File: src/rtl/detector_jogada.sv
// detector_jogada: synchronises, debounces and validates the four player buttons, emitting one
// registered move code and strobe per physical press. Optional idle timeout: DETECTOR_TIMEOUT_EN.
module detector_jogada #(
  parameter int DEBOUNCE_CYCLES = 4,
  parameter int TIMEOUT_CYCLES  = 5000
) (
  input  logic       clock,
  input  logic       reset,
  input  logic [3:0] botoes,
  input  logic       habilita,
  output logic [3:0] jogada,
  output logic       tem_jogada,
  output logic       multipla,
  output logic       timeout,
  output logic [2:0] db_estado
);

  localparam int CNT_W = $clog2(DEBOUNCE_CYCLES);
  localparam logic [CNT_W-1:0] CNT_LAST = CNT_W'(DEBOUNCE_CYCLES - 1);

  typedef enum logic [2:0] {
    ESPERA = 3'd0,
    FILTRA = 3'd1,
    VALIDA = 3'd2,
    SEGURA = 3'd3,
    SOLTA  = 3'd4
  } estado_t;

  estado_t          estado;
  logic [3:0]       botoes_p0;
  logic [3:0]       botoes_s;
  logic [3:0]       codigo;
  logic [CNT_W-1:0] cnt;

  function automatic logic eh_um_quente(input logic [3:0] v);
    return (v != 4'b0000) && ((v & (v - 4'd1)) == 4'b0000);
  endfunction

  // Synchroniser stage p0 -> botoes_s, then press/release debounce FSM
  always_ff @(posedge clock) begin
    if (!reset) begin
      botoes_p0  <= 4'b0000;
      botoes_s   <= 4'b0000;
      estado     <= ESPERA;
      codigo     <= 4'b0000;
      cnt        <= '0;
      jogada     <= 4'b0000;
      tem_jogada <= 1'b0;
      multipla   <= 1'b0;
    end else begin
      botoes_p0  <= botoes;
      botoes_s   <= botoes_p0;
      tem_jogada <= 1'b0;
      multipla   <= 1'b0;
      case (estado)
        ESPERA: begin
          if (habilita && botoes_s != 4'b0000) begin
            estado <= FILTRA;
            codigo <= botoes_s;
            cnt    <= '0;
          end
        end
        FILTRA: begin
          // A changed code is bounce; losing habilita abandons the press silently.
          if (botoes_s != codigo) begin
            estado <= ESPERA;
          end else if (!habilita) begin
            estado <= SEGURA;
          end else if (cnt == CNT_LAST) begin
            if (eh_um_quente(codigo)) begin
              estado <= VALIDA;
            end else begin
              multipla <= 1'b1;
              estado   <= SEGURA;
            end
          end else begin
            cnt <= cnt + CNT_W'(1);
          end
        end
        VALIDA: begin
          jogada     <= codigo;
          tem_jogada <= 1'b1;
          estado     <= SEGURA;
        end
        SEGURA: begin
          if (botoes_s == 4'b0000) begin
            estado <= SOLTA;
            cnt    <= '0;
          end
        end
        SOLTA: begin
          if (botoes_s != 4'b0000) begin
            estado <= SEGURA;
          end else if (cnt == CNT_LAST) begin
            estado <= ESPERA;
          end else begin
            cnt <= cnt + CNT_W'(1);
          end
        end
        default: estado <= ESPERA;
      endcase
    end
  end

  assign db_estado = estado;

`ifdef DETECTOR_TIMEOUT_EN
  localparam int IDLE_W = (TIMEOUT_CYCLES > 1) ? $clog2(TIMEOUT_CYCLES) : 1;
  localparam logic [IDLE_W-1:0] IDLE_LAST = IDLE_W'(TIMEOUT_CYCLES - 1);

  logic [IDLE_W-1:0] idle_cnt;

  // Idle stage: a press starting on the same edge suppresses the timeout strobe
  always_ff @(posedge clock) begin
    if (!reset) begin
      idle_cnt <= '0;
      timeout  <= 1'b0;
    end else begin
      timeout <= 1'b0;
      if (estado != ESPERA || !habilita || botoes_s != 4'b0000) begin
        idle_cnt <= '0;
      end else if (idle_cnt == IDLE_LAST) begin
        idle_cnt <= '0;
        timeout  <= 1'b1;
      end else begin
        idle_cnt <= idle_cnt + IDLE_W'(1);
      end
    end
  end
`else
  logic unused_timeout_cfg;
  assign unused_timeout_cfg = (TIMEOUT_CYCLES > 0);
  assign timeout = 1'b0;
`endif

endmodule

File: config.mk
export PLATFORM = sky130hd
export DESIGN_NAME = detector_jogada
export DESIGN_NICKNAME = d
export VERILOG_FILES = /design/src/rtl/detector_jogada.sv
export SDC_FILE = /design/constraint.sdc
export NUM_CORES = 1
export LEC_CHECK = 0
export BUFFER_PORTS_ARGS = -buffer_cell sky130_fd_sc_hd__buf_2
export CORE_MARGIN = 3
export CORE_UTILIZATION = 50
export DETAILED_ROUTE_END_ITERATION = 16
export PLACE_DENSITY_LB_ADDON = 0.15
export SYNTH_ARGS = -nofsm -noshare
export SYNTH_HDL_FRONTEND = slang
export SYNTH_SLANG_ARGS = --single-unit
File: constraint.sdc
create_clock -name clock -period 4.1 [get_ports clock]
set_input_delay 0.82 -clock clock [delete_from_list [all_inputs] [get_ports clock]]
set_output_delay 0.82 -clock clock [all_outputs]
set_load 0.02 [all_outputs]
==> metrics.yaml <==
status: "completed"
cts_buffers: 3
seq_area_frac_synth_pct: 43.7
synth-main-ff-cell: "dfxtp_1"
grt_use_total_pct: 14.6
synth_top_area_share_pct: 43.7
critPathBufInv: 1
crit_path_end_kind: "output pin"
cap_violations: 0
p_leak_nw: 0.448
finalHoldViolations: 0
rows: 15
worstSkewPairLatency_ns: 0.30
p_sw_mw: 0.135
clk_pin_slew_ns: 0.12
synth_fp_nets: 111
start_util_pct: 56.7
switching_share_pct: 30.1
synthTopCellsByCount: "23 x dfxtp_1, 9 x and2_1, 9 x mux2i_1"
htreeDepth: 1
arrival_ns: 1.10
synth.most_common_cell: "dfxtp_1"
crit_family: "flip-flops"
cp-start-kind: "register"
p_int_mw: 0.314
critPathKind: "register to output pin"
synth_edf_count: 0
power_frac_clock_pct: 22.8
period_share_pct: 46.9
crit_required_ns: 3.28
grt_busiest_layer: "met2"
die_h_um: 51.9
fin_ws_ns: 2.18
route.detailed.drc: 0
skew_ns: 0.00199
grt_use_met3_pct: 3.44
area_growth_pct: 8.08
drv_slew: 0
finalCriticalPeriod_ns: 1.92
core_um2: 1860
hp-class: "register to register"
maxSlewHeadroom_pct: 51.7
setup_viol: 0
placed_area_um2: 1110
synth.area.top_cells: "dfxtp_1 44%, mux2i_1 8.6%, and2_1 5.3%, nor2b_1 4.8%, xnor2_1 4.2%"
synth_cell_types: 36
synthCells: 103
hpwlAfterDp_um: 1280
finalSetupTns_ns: 0
hold_buffers: 0
routabilityCongestion: 0.847
via_per_inst: 5.39
antenna_cells: 0
clock-sinks: 23
antenna_found_initial: 0
die_area_um2: 2690
post-place-ws_ns: 1.97
die_w_um: 51.9
cts_tree: "built"
routed_wl_um: 1750
syn_area_um2: 1050
rsz0062_at_grt: "false"
cp_slowest_cell: "dfxtp_1"
post_cts_buffers: 0
io_pins: 17
crit_path_max_fanout: 10
final_area_um2: 1140
cts-resized-gates: 0
clockRootBuffer: "clkbuf_4"
grt_pass1_wl_um: 3000
drt_iter0_drc: 14
peakVddDrop_mv: 0.235
ys_warn_count: 0
nNetsFinal: 125
layout-drive-gt1-share_pct: 25.0
crit_chain: "buf_2"
ant_nets: 0
clockBufferDepth: 2
io_buffers: 15
grt_util_met2_pct: 23.4
ys_ff_latch: 23
detail_route.wl_per_cell_um: 12.4
first_pass_iters: 4
slowest_delay_ns: 0.56
yosysTopAreaCell: "dfxtp_1"
fillers: 154
first_global_vias: 673
grt_use_met1_pct: 20.1
power_frac_seq_pct: 56.3
grt_max_degree: 24
gr-total-overflow: 0
p_comb_share_pct: 20.9
worst-slew-pin-transition_ns: 0.723
synth.avg_cell_area_um2: 10.2
p_per_area_nw_per_um2: 394
via_count: 760
max_freq_mhz: 520
synthArstFlopShare_pct: 0
## layout make-up
cell class / instances / area (um2) / area share, %
Sequential cell: 23 / 460 / 40.4
Inverter: 2 / 7.51 / 0.659
Multi-Input combinational cell: 72 / 537 / 47.1
Timing Repair Buffer: 15 / 75.1 / 6.59
Clock inverter: 1 / 5.00 / 0.440
Clock buffer: 3 / 22.5 / 1.98
Tap cell: 25 / 31.3 / 2.75
## stage by stage
| step | hold slack, ns | util (%) | cells | power, mW |
|---|---|---|---|---|
| 2_1_floorplan | 0.412 | - | 103 | 0.341 |
| 3_3_place_gp | 0.415 | 59.8 | 137 | 0.350 |
| 3_5_place_dp | 0.417 | 59.8 | 137 | 0.352 |
| 4_1_cts | 0.447 | 61.3 | 141 | 0.453 |
| 5_1_grt | 0.462 | 61.3 | 141 | 0.476 |
| 6_report | 0.447 | 61.3 | 141 | 0.449 |
## cell families after synthesis
| group | count (synthesis) | share of synthesized area [%] |
|---|---|---|
| compound gates | 13 | 9.50 |
| xor+xnor | 5 | 4.16 |
| fa+ha+maj | 1 | 1.19 |
| buf+inv | 8 | 5.34 |
| flops | 23 | 43.7 |
| mux | 9 | 8.55 |
| other cells | 1 | 0.356 |
| simple gates | 43 | 27.2 |
## layer usage
layer | wire length, um | vias to the layer above
met5 | 0 | -
met4 | 11 | 0
met3 | 121 | 2
met2 | 806 | 33
met1 | 809 | 340
li1 | - | 385
## power groups by stage
stage | combinational (mW) | clock (mW) | sequential [mW]
after floorplan | 0.0854 | 0 | 0.256
after global placement | 0.0928 | 0 | 0.257
after detailed placement | 0.0945 | 0 | 0.258
after CTS | 0.0947 | 0.106 | 0.253
after global routing | 0.104 | 0.116 | 0.255
final | 0.0938 | 0.102 | 0.253
## state kept, by name (all words and copies together) (netlist names)
name        count
codigo          4
cnt             2
jogada          4
botoes_s        4
db_estado       3
botoes_p0       4
multipla        1
tem_jogada      1
## layout by cell type, fill, tap and decap left out, types with 3 or more instances in the layout
cell type | netlist | final
dfxtp_1 | 23 | 23
buf_2 | 0 | 15
mux2i_1 | 9 | 9
and2_1 | 9 | 9
nor2b_1 | 8 | 8
nor2_1 | 7 | 7
xnor2_1 | 5 | 5
nand2_1 | 3 | 3
a21oi_1 | 3 | 3
clkbuf_4 | 0 | 3
## worst reg2reg max path, stage by stage, from the launching register on
cell,delay [ns]
dfxtp_1,0.35
ha_1,0.26
or4b_4,0.50
nand2b_1,0.18
o41ai_2,0.13
nor2_2,0.09
a211oi_2,0.22
## worst paths after layout
kind	from	end	slack (ns)	cells past startpoint
max	db_estado[2]	db_estado[2]	2.18	1
min	botoes_p0[1]	botoes_s[1]	0.45	1
max reg2reg	cnt[0]	db_estado[0]	2.32	6
min reg2reg	botoes_p0[1]	botoes_s[1]	0.45	1
Power figures use the tool's default switching activity.
